[src/rtl/scorecnt_pkg.sv]
// Shared constants and count type for the scoreboard score counter.
package scorecnt_pkg;

    localparam int unsigned SCORE_BW          = 7;
    localparam int unsigned SCORE_MAX         = 99;
    localparam int unsigned SCORE_SYNC_STAGES = 2;

    typedef logic [SCORE_BW-1:0] score_t;

endpackage

[src/rtl/scorecnt_edge_sync.sv]
// Single-bit synchroniser followed by a rising-edge detector.
module scorecnt_edge_sync #(
    parameter int unsigned SYNC_STAGES = 2
) (
    input  logic clk_i,
    input  logic rst_ni,
    input  logic d_i,
    output logic rise_o
);

    logic [SYNC_STAGES-1:0] sync_q;
    logic                   prev_q;

    // prev_q resets low, so a button held through reset yields one event afterwards
    always_ff @(posedge clk_i or negedge rst_ni) begin
        if (!rst_ni) begin
            sync_q <= '0;
            prev_q <= 1'b0;
        end else begin
            sync_q <= {sync_q[SYNC_STAGES-2:0], d_i};
            prev_q <= sync_q[SYNC_STAGES-1];
        end
    end

    assign rise_o = sync_q[SYNC_STAGES-1] & ~prev_q;

endmodule

[src/rtl/scoreboard_counter.sv]
// Multi-channel up/down score counter bounded to 0..MAX_VAL.
// Define SCORECNT_WRAP_EN to wrap at the bounds instead of saturating.
module scoreboard_counter
    import scorecnt_pkg::*;
#(
    parameter int unsigned NUM_CH      = 2,
    parameter int unsigned BW          = SCORE_BW,
    parameter int unsigned MAX_VAL     = SCORE_MAX,
    parameter int unsigned SYNC_STAGES = SCORE_SYNC_STAGES
) (
    input  logic                 clk_i,
    input  logic                 rst_ni,
    input  logic [NUM_CH-1:0]    up_i,
    input  logic [NUM_CH-1:0]    down_i,
    input  logic                 clr_i,
    output logic [NUM_CH*BW-1:0] cnt_o,
    output logic [NUM_CH-1:0]    max_o,
    output logic [NUM_CH-1:0]    changed_o
);

    localparam logic [BW-1:0] MaxVal = BW'(MAX_VAL);

    logic [NUM_CH-1:0] up_rise;
    logic [NUM_CH-1:0] dn_rise;

    for (genvar c = 0; c < NUM_CH; c++) begin : g_ch
        logic [BW-1:0] cnt_q, cnt_d;
        logic          max_q, chg_q;

        scorecnt_edge_sync #(
            .SYNC_STAGES (SYNC_STAGES)
        ) u_up_sync (
            .clk_i  (clk_i),
            .rst_ni (rst_ni),
            .d_i    (up_i[c]),
            .rise_o (up_rise[c])
        );

        scorecnt_edge_sync #(
            .SYNC_STAGES (SYNC_STAGES)
        ) u_dn_sync (
            .clk_i  (clk_i),
            .rst_ni (rst_ni),
            .d_i    (down_i[c]),
            .rise_o (dn_rise[c])
        );

        always_comb begin
            cnt_d = cnt_q;
            if (clr_i) begin
                cnt_d = '0;
            end else if (up_rise[c] && !dn_rise[c]) begin
                if (cnt_q < MaxVal) begin
                    cnt_d = cnt_q + BW'(1);
                end else begin
`ifdef SCORECNT_WRAP_EN
                    cnt_d = '0;
`else
                    cnt_d = cnt_q;
`endif
                end
            end else if (dn_rise[c] && !up_rise[c]) begin
                if (cnt_q != '0) begin
                    cnt_d = cnt_q - BW'(1);
                end else begin
`ifdef SCORECNT_WRAP_EN
                    cnt_d = MaxVal;
`else
                    cnt_d = cnt_q;
`endif
                end
            end
        end

        // Flags are registered alongside the count so all outputs move on the same edge
        always_ff @(posedge clk_i or negedge rst_ni) begin
            if (!rst_ni) begin
                cnt_q <= '0;
                max_q <= 1'b0;
                chg_q <= 1'b0;
            end else begin
                cnt_q <= cnt_d;
                max_q <= (cnt_d == MaxVal);
                chg_q <= (cnt_d != cnt_q);
            end
        end

        assign cnt_o[c*BW +: BW] = cnt_q;
        assign max_o[c]          = max_q;
        assign changed_o[c]      = chg_q;
    end

endmodule

[config.mk]
export PLATFORM = sky130hd
export DESIGN_NAME = scoreboard_counter
export DESIGN_NICKNAME = d
export VERILOG_FILES = /design/src/rtl/scorecnt_pkg.sv /design/src/rtl/scorecnt_edge_sync.sv /design/src/rtl/scoreboard_counter.sv
export SDC_FILE = /design/constraint.sdc
export NUM_CORES = 1
export LEC_CHECK = 0
export ABC_AREA = 1
export ABC_CLOCK_PERIOD_IN_PS = 2200
export CORE_AREA = 2 2 73 75
export DETAILED_ROUTE_END_ITERATION = 10
export DIE_AREA = 0 0 75 77
export PLACE_DENSITY_LB_ADDON = 0.25
export SKIP_CTS_REPAIR_TIMING = 1
export SLEW_MARGIN = 20
export SYNTH_ARGS = -nofsm -noshare
export SYNTH_HDL_FRONTEND = slang
export SYNTH_SLANG_ARGS = --single-unit
[constraint.sdc]
create_clock -name clk_i -period 2.2 [get_ports clk_i]
set_input_delay 0.33 -clock clk_i [delete_from_list [all_inputs] [get_ports clk_i]]
set_output_delay 0.33 -clock clk_i [all_outputs]
set_load 0.01 [all_outputs]
Word level (Yosys, flattened, before mapping)

Index checks and enable logic that the tools add are counted.

Flip-flop bits (word level): 30
Input bits: 7
Output and inout bits: 18
Logic and storage cells: 52

Add/sub/neg operators: 4
Order comparisons: 2
Equal/unequal tests: 4
Multiplexer cells: 10
Bitwise operators: 8
Reductions and logical operators: 10

Operator list:

| cell                | number |
|---|---|
| $mux 7              | 10 |
| $add 7x1->7 const B | 2 |
| $eq 7x7->1 const B  | 2 |
| $lt 7x7->1 const B  | 2 |
| $ne 7x7->1          | 2 |
| $reduce_bool 7->1   | 2 |
| $sub 7x1->7 const B | 2 |
| $and 1x1->1         | 4 |
| $logic_and 1x1->1   | 4 |
| $logic_not 1->1     | 4 |
| $not 1->1           | 4 |

Longest topological paths before layout

Gate-level depths: netlist (run 1).

Word-level depth: 8
Gate-level depth with buffers: 15

Modules after synthesis

From an unflattened synthesis (run 1), not the netlist that was laid out.

Cells, all modules: 336
Area total of the unflattened synthesis: 2253.4 um^2

By module, submodules not included:

| module             | instances | cells each | area each (um^2) |
|---|---|---|---|
| scoreboard_counter | 1         | 316        | 1913.1 |
| scorecnt_edge_sync | 4         | 5          | 85.1 |

Worst setup path after synthesis (run 1)

No wires, ideal clock.

Kind: register -> register
From: register g_ch[0].cnt_q[0]
To: register g_ch[0].chg_q
Setup time: 0.119 ns
Data arrival time: 1.599 ns
Required time: 2.081 ns
Path slack: 0.482 ns
Cell stages (with the launch flop): 14
Clock period less this slack: 1.718 ns
Cells stage by stage: dfrtp_1 inv_1 ha_1 inv_1 nor2_2 nand3_2 nand2_2 nand2_1 nand3_1 nand3_1 nand2_1 nand3_1 nor2_1 nand2_1

Longest elaborated chain between the ends: 6

RTL lines:

| what                                             | RTL line                                           | source |
|---|---|---|
| from (decl)                                      | scoreboard_counter.sv:27                           | `logic [BW-1:0] cnt_q, cnt_d;` |
| from (signal assigned)                           | scoreboard_counter.sv:82                           | `cnt_q <= cnt_d;` |
| $sub 7x1->7 or $reduce_bool 7->1 (tied branches) | scoreboard_counter.sv:64, scoreboard_counter.sv:63 |  |
| $mux 7                                           | scoreboard_counter.sv:63                           | `if (cnt_q != '0) begin` |
| $mux 7                                           | scoreboard_counter.sv:62                           | `end else if (dn_rise[c] && !up_rise[c]) begin` |
| $mux 7                                           | scoreboard_counter.sv:52                           | `end else if (up_rise[c] && !dn_rise[c]) begin` |
| $mux 7                                           | scoreboard_counter.sv:50                           | `if (clr_i) begin` |
| $ne 7x7->1 (*)                                   | scoreboard_counter.sv:84                           | `chg_q <= (cnt_d != cnt_q);` |
| to (signal assigned)                             | scoreboard_counter.sv:84                           |  |
| to (decl)                                        | scoreboard_counter.sv:28                           | `logic max_q, chg_q;` |

Mark *: on every way between the ends. The rest lies on a longest branch, timed or not.

Worst setup path in the final report (run 1)

From: register g_ch[0].cnt_q[1]
To: register g_ch[0].chg_q

Same word-level chain as after synthesis.

==> summary.txt, run 1 <==
Timing
  – Setup violators final: 0
  – Fmax: between 500 and 600 MHz
  – Slew Limit Headroom: 67.26%
  – RSZ-0062 raised after global routing: false
  – Slew @ Worst Pin: 0.4911 ns
  – Count of final hold-check violations: 0
  – WHS: between 0.3 and 0.4 ns
  – Slew Viols, Final: 0
  – Period utilisation layout: 88.67%
  – Layout Skew: 0.006832 ns
  – Min Tclk post-route: between 1.5 and 2 ns
  – Setup TNS: 0 ns

Worst setup path
  – R2r endpoint: g_ch[0].chg_q
  – Slowest CP cell: dfrtp_1
  – Reg2Reg Setup Slack: between 0.2 and 0.25 ns
  – Worst setup path category: reg -> reg
  – Slowest stage delay, CP: roughly 0.48 ns
  – Crit path max-delay family: simple AND/OR/NAND/NOR gates
  – Worst path bufs/invs: 2
  – Crit-path cells: inv_2 > ha_1 > inv_1 > nor2_2 > nand3_2 > nand2_2 > nand2_1 > nand3_1 > nand3_1 > nand2_1 > nand3_1 > nor2_1 > nand2_1
  – Startpoint types: flip-flop
  – Worst EP arrival: roughly 2.1 ns
  – Critical path fanouts, max: 8
  – Reg-to-Reg Start: g_ch[0].cnt_q[1]
  – Crit end category: flip-flop
  – Worst endpoint required time: between 2 and 2.5 ns
  – Cells on worst reg2reg path: 13

Detailed routing
  – Vias: 2207
  – DRT iter0 DRCs: 150
  – Post-DRT Antenna Nets: 0
  – Vias per cell: 5.039
  – DRT Pass-1 Iters: 5
  – Drt wl/cell: roughly 12 um
  – Wirelength, routed: approximately 5300 um
  – # DRC: 0

Worst hold path
  – Hold path cells: 0
  – Worst Min Path Start: g_ch[0].u_dn_sync.sync_q[0]
  – Sink of the worst hold path: g_ch[0].u_dn_sync.sync_q[1]
  – Class of the worst hold path: reg -> reg

Placed design
  – Port buffer count: 24
  – Post-DP HPWL: 4212 um
  – GPL Wtd Cong: 0.9452
  – Placed cells: 430

Power
  – Power Density: ~630 nW/um^2
  – Final Power: about 1.7 mW
  – Pleak: 1.422 nW
  – VDD IR max: 0.3411 mV

Die
  – Initial Util: 48.04%
  – Core area: around 5000 sq um
  – Die Wd: 75 um
  – Io pins: 25
  – Die area: roughly 5800 sq um
  – Die H: approximately 77 um
  – FP Rows: 26

CTS
  – Clock Pin Slew Worst Setup and Hold Paths: ~0.06 ns
  – Clock Sinks: 30
  – H-tree levels: 2
  – CTS Buf Count: 5
  – Clock Latency Late Sink: 0.27 ns
  – Root Driver: clkbuf_8
  – CTS max path bufs: 2
  – CTS tree: done

Global routing
  – Global-route wire length before repair: ~9300 um
  – Aggregate global-route resource usage: between 20% and 30%
  – Vias in the first global route: roughly 2100
  – Largest net degree at the start of global routing: 31
  – Initial antenna violation count: 0
  – Gr ovfl total: 0

Final layout
  – Area Growth Syn to Fin: 14.08%
  – Fraction of layout cells with a size suffix above 1: 17.66%
  – Inserted Diodes: 0
  – Final nets: between 300 and 400
  – Final core occ: a little over half
  – Final cell count without fillers: between 400 and 500

Logic synthesis
  – Cells after synthesis: 345
  – Synthesized area per cell: between 6 and 7 sq um
  – Adder-cell share of the synthesized area: ~3.1%
  – Synth Register Bits: 30
  – Share of flip-flops with an asynchronous set or reset: 100.0%
  – Compound-Gate Fraction of Synth Area: under 10%
  – Fraction of the yosys area taken by sequential cells: a little under a third
  – EDFF count, synth: 0
  – Net Count, Synth: 358
  – Syn. warnings: 0
  – Cell area after synthesis: roughly 2400 sq um
  – Netlist cell types: 33
  – Synth Area in XOR/XNOR: approximately 1.1%
  – Largest family of logic cells by synthesized area: simple AND/OR/NAND/NOR gates
  – Most common flop cell mapped by yosys: dfrtp_1
  – Mux cell area share after synthesis: 0%
  – Post-synthesis simple-gate area fraction: a little under half

Outcome
  – Status: complete, no violations

Run
  – Maximum Capacitance Violations: 0
## cells by family (layout without fill, tap and decap cells)
kind of cell / Yosys count / after routing
xor gates and xnor gates: 3 / 3
and+or+nand+nor: 228 / 228
buffers and inverters: 62 / 85
DFF: 30 / 30
AOI/OAI and AO/OA: 16 / 16
adders and majority gates: 6 / 6
## final cells by class
type / count / area, sq um
Multi-Input combinational cell: 253 / 1344
Fill cell: 492 / 2250
Clock inverter: 2 / 12.51
Timing Repair Buffer: 26 / 255.2
Inverter: 51 / 195.2
Tap cell: 70 / 87.58
Clock buffer: 6 / 82.58
Sequential cell: 30 / 750.7
## how the worst max path moves through the flow
stage | from | end | cells past startpoint
after floorplan | g_ch[0].cnt_q[0] | g_ch[0].chg_q | 13
after global placement | g_ch[0].cnt_q[0] | g_ch[0].chg_q | 13
after detailed placement | g_ch[0].cnt_q[0] | g_ch[0].chg_q | 13
after CTS | g_ch[0].cnt_q[0] | g_ch[0].chg_q | 13
after global routing | g_ch[1].cnt_q[1] | g_ch[1].chg_q | 13
final | g_ch[0].cnt_q[1] | g_ch[0].chg_q | 13
## power breakdown
part	internal, mW	switching (mW)
Sequential	0.595	0.0800
Clock	0.251	0.202
Combinational	0.237	0.354
Total	1.08	0.636
## per-layer routing
metal	global-route usage, %	part of all wire, %	wire length (um)
met1	25.54	42	2245
met5	0	0	0
met4	7.143	1.6	87
met2	35.44	53	2813
met3	2.497	3.5	186
## cell usage after synthesis, types with 2 or more instances
cell type  number  share of area (%)
dfrtp_1        30                 31
nand3_2         7                2.9
inv_2          11                1.7
nand3_4         2                1.5
nor2_1         20                3.1
ha_1            6                3.1
nor2_2          8                2.1
a21oi_2         5                1.8
nand3_1        52                 11
nand2_4         2               0.94
a21oi_1         4               0.84
nor2_4          6                2.8
buf_6           4                1.9
xor2_1          2               0.73
o21ai_0         5                1.0
buf_4           5                1.6
inv_1          37                5.8
nand4_1         6                1.6
nand2_2         8                2.1
nand2_1       112                 18
## metrics by stage
stage                     cell area [sq um]  worst slack [ns]
final                                  2728            0.2492
after global routing                   2728           0.03426
after CTS                              2728            0.2160
after detailed placement               2633            0.2265
after global placement                 2633            0.2148
after floorplan                        2391            0.4821
## registers in the layout, summed over array words and instances, names as in the netlist
name and cells:
g_ch.u_dn_sync.sync_q 4, g_ch.u_up_sync.sync_q 4, g_ch.max_q 2, g_ch.chg_q 2
g_ch.cnt_q 14, g_ch.u_dn_sync.prev_q 2, g_ch.u_up_sync.prev_q 2
## placed cells by master (no fill, tap or decap), types with 2 or more instances in the layout
master,instances
o21ai_0,5
nand4_1,6
nand3_1,52
dfrtp_1,30
a21oi_1,4
clkbuf_8,6
a21oi_2,5
nor2_2,8
clkdlybuf4s50_1,24
buf_4,2
nor2_1,20
clkinv_2,2
nor2_4,6
nand3_2,7
nand2_1,112
inv_2,12
nand2_4,2
nand3_4,2
xor2_1,2
nand2_2,8
ha_1,6
inv_1,36
No activity file was read; power rests on OpenSTA's default activity.
==> run 2: changes to the inputs <==
CORE_AREA = 2 2 71 73   (was 2 2 73 75)
DIE_AREA = 0 0 73 75   (was 0 0 75 77)
GPL_ROUTABILITY_DRIVEN = 0   (was default)
RECOVER_POWER = 50   (was default)
==> run 2 against run 1 <==
Die area is 5.2% lower. Clock-buffer cell count stayed put. Flip-flop and latch count stayed put. Core utilization is 3.2 points higher. Power is 0.11% lower. Via count is 2.6% lower. First-iteration DRC count is 23% lower. Sequential power hardly changed. Register-to-register slack hardly changed. Critical path type unchanged.
==> summary.txt, run 2 (synthesis gave the netlist of run 1 again) <==
Outcome
  – Status: complete, no violations (unchanged)

Timing
  – Setup violators final: 0 (unchanged)
  – Setup TNS: 0 ns (unchanged)
  – Slew Viols, Final: 0 (unchanged)
  – Slew Limit Headroom: 53.12% (was 67.26%)
  – RSZ-0062 raised after global routing: false (unchanged)
  – Period utilisation layout: 89.01% (was 88.67%)
  – Layout Skew: 0.003861 ns (was 0.006832 ns)
  – Min setup slack post-route: 0.2418 ns (was 0.2492 ns)
  – Min Tclk post-route: 1.958 ns (was 1.951 ns)
  – Slew @ Worst Pin: 0.7033 ns (was 0.4911 ns)
  – Count of final hold-check violations: 0 (unchanged)
  – Fmax: 510.7 MHz (was 512.6 MHz)
  – WHS: 0.3508 ns (was 0.3492 ns)

Placed design
  – Port buffer count: 24 (unchanged)
  – Placed Area: 2613 sq um (was 2633 sq um)
  – Post-DP HPWL: 4073 um (was 4212 um)
  – Placed cells: 414 (was 430)
  – DP Worst Slack: 0.2676 ns (was 0.2265 ns)

Worst setup path
  – Worst endpoint required time: 2.36 ns (about the same)
  – Worst path bufs/invs: 2 (unchanged)
  – Startpoint types: flip-flop (unchanged)
  – Reg-to-Reg Start: g_ch[1].cnt_q[1] (was g_ch[0].cnt_q[1])
  – Crit-path most repeated cell: nand3_1
  – Reg2Reg Setup Slack: 0.24 ns (was 0.25 ns)
  – R2r endpoint: g_ch[1].chg_q (was g_ch[0].chg_q)
  – CP Depth: 13 (unchanged)
  – Slowest stage delay, CP: 0.46 ns (was 0.48 ns)
  – Worst setup path category: reg -> reg (unchanged)
  – Worst setup path endpoint: g_ch[1].chg_q (was g_ch[0].chg_q)
  – Crit end category: flip-flop (unchanged)
  – Critical Path Start: g_ch[1].cnt_q[1] (was g_ch[0].cnt_q[1])
  – Crit-path cells: inv_1 > ha_1 > inv_1 > nor2_1 > nand3_2 > nand2_1 > nand2_1 > nand3_1 > nand3_1 > nand2_1 > nand3_1 > nor2_1 > nand3_1 (was inv_2 > ha_1 > inv_1 > nor2_2 > nand3_2 > nand2_2 > nand2_1 > nand3_1 > nand3_1 > nand2_1 > nand3_1 > nor2_1 > nand2_1)
  – Slowest CP cell: dfrtp_1 (unchanged)
  – Cells on worst reg2reg path: 13 (unchanged)
  – Crit path max-delay family: simple AND/OR/NAND/NOR gates (unchanged)
  – Critical path fanouts, max: 7 (was 8)
  – Worst EP arrival: 2.11 ns (about the same)

Global routing
  – Initial antenna violation count: 0 (unchanged)
  – Gr ovfl total: 0 (unchanged)
  – Global-route wire length before repair: 9135 um (was 9308 um)
  – Largest net degree at the start of global routing: 31 (unchanged)
  – Vias in the first global route: 2046 (was 2127)
  – Aggregate global-route resource usage: 21.63% (was 20.47%)

Power
  – VDD IR max: 0.3402 mV (was 0.3411 mV)
  – Clock network fraction of total power: 26.6% (was 26.3%)
  – Sequential share of power: 39.4% (was 39.3%)
  – Gate power share: 34.0% (was 34.4%)
  – Switching part of the total: 37.08% (was 37.00%)
  – Internal power: 1.081 mW (was 1.084 mW)
  – Final Power: 1.718 mW (was 1.720 mW)
  – Power Density: 635.1 nW/um^2 (was 630.5 nW/um^2)
  – Switch Pwr: 636.9 uW (was 636.3 uW)
  – Pleak: 1.422 nW (about the same)

Worst hold path
  – Class of the worst hold path: reg -> reg (unchanged)
  – Worst Min Path Start: g_ch[1].u_dn_sync.sync_q[0] (was g_ch[0].u_dn_sync.sync_q[0])

Final layout
  – Final core occ: 58.04% (was 54.80%)
  – Largest registers: g_ch.cnt_q: 14 flops, g_ch.u_dn_sync.sync_q: 4 flops, g_ch.u_up_sync.sync_q: 4 flops (unchanged)
  – Finished Cell Area: 2705 sq um (was 2728 sq um)
  – Area occupied by registers: 750.7 sq um (unchanged)
  – Fraction of layout cells with a size suffix above 1: 17.39% (was 17.66%)
  – Multi-input logic area: 1344 sq um (unchanged)
  – Area Growth Syn to Fin: 13.13% (was 14.08%)
  – Inserted Diodes: 0 (unchanged)
  – Final cell count without fillers: 422 (was 438)
  – Fillers: 425 (was 492)
  – Largest Register: g_ch.cnt_q (unchanged)
  – Max reg flops: 14 (unchanged)
  – Most frequent cells in the layout: nand2_1, nand3_1, inv_1 (unchanged)
  – Final nets: 380 (unchanged)
  – Commonest non-fill, non-tap cell in the layout: nand2_1 (unchanged)

CTS
  – Root Driver: clkbuf_8 (unchanged)
  – Clock Pin Slew Worst Setup and Hold Paths: 0.06 ns (about the same)
  – CTS max path bufs: 2 (unchanged)
  – CTS Buf Count: 5 (unchanged)
  – H-tree levels: 2 (unchanged)
  – CTS tree: done (unchanged)
  – Clock Latency Late Sink: 0.28 ns (was 0.27 ns)
  – Clock Sinks: 30 (unchanged)

Detailed routing
  – DRT iter0 DRCs: 116 (was 150)
  – Vias per cell: 5.095 (was 5.039)
  – Vias: 2150 (was 2207)
  – DRT Pass-1 Iters: 4 (was 5)
  – Wirelength, routed: 5229 um (was 5332 um)
  – Drt wl/cell: 12.39 um (was 12.17 um)
  – # DRC: 0 (unchanged)
  – Post-DRT Antenna Nets: 0 (unchanged)

Die
  – Die area: 5475 sq um (was 5775 sq um)
  – Io pins: 25 (unchanged)
  – FP Rows: 25 (was 26)
  – Core area: 4661 sq um (was 4977 sq um)
  – Die H: 75 um (was 77 um)
  – Initial Util: 51.30% (was 48.04%)
  – Die Wd: 73 um (was 75 um)

Run
  – Maximum Capacitance Violations: 0 (unchanged)
## run 2: worst min path at each step
stage	to	slack, ns	cells past startpoint
after floorplan	g_ch[0].chg_q	0.03	0
final	g_ch[1].u_dn_sync.sync_q[1]	0.35	0
after CTS	g_ch[1].u_up_sync.sync_q[1]	0.35	0
after global placement	g_ch[1].u_dn_sync.sync_q[1]	0.33	0
after global routing	g_ch[0].u_dn_sync.sync_q[1]	0.36	0
after detailed placement	g_ch[1].u_up_sync.sync_q[1]	0.34	0
## run 2: power groups by stage
stage          Sequential, mW  Combinational (mW)  Clock, mW
2_1_floorplan           0.657               0.457          0
3_3_place_gp            0.686               0.581          0
3_5_place_dp            0.686               0.586          0
4_1_cts                 0.677               0.589      0.466
5_1_grt                 0.684               0.663      0.502
6_report                0.677               0.585      0.456
## run 2: metal layers
| metal | GRT usage, % | up-vias | part of all wire (%) |
|---|---|---|---|
| met5 | 0 | - | 0 |
| met2 | 35.94 | 60 | 49 |
| met3 | 3.079 | 14 | 3.5 |
| met4 | 12.96 | 0 | 3.4 |
| li1 | - | 1121 | - |
| met1 | 26.80 | 955 | 44 |
## run 2: area by class of cell
class                   instances  share of cell area (%)
well taps                      54                   2.498
repair buffers                 26                   9.343
multi-input cells             253                   49.68
clock inverters                 2                  0.4625
inverters                      51                   7.216
flip-flops and latches         30                   27.75
clock buffers                   6                   3.053
==> run 3: changes to the inputs <==
TNS_END_PERCENT = 50   (was default)
==> results of run 3 <==
Final layout, timing and power as in run 2 (identical DEF).
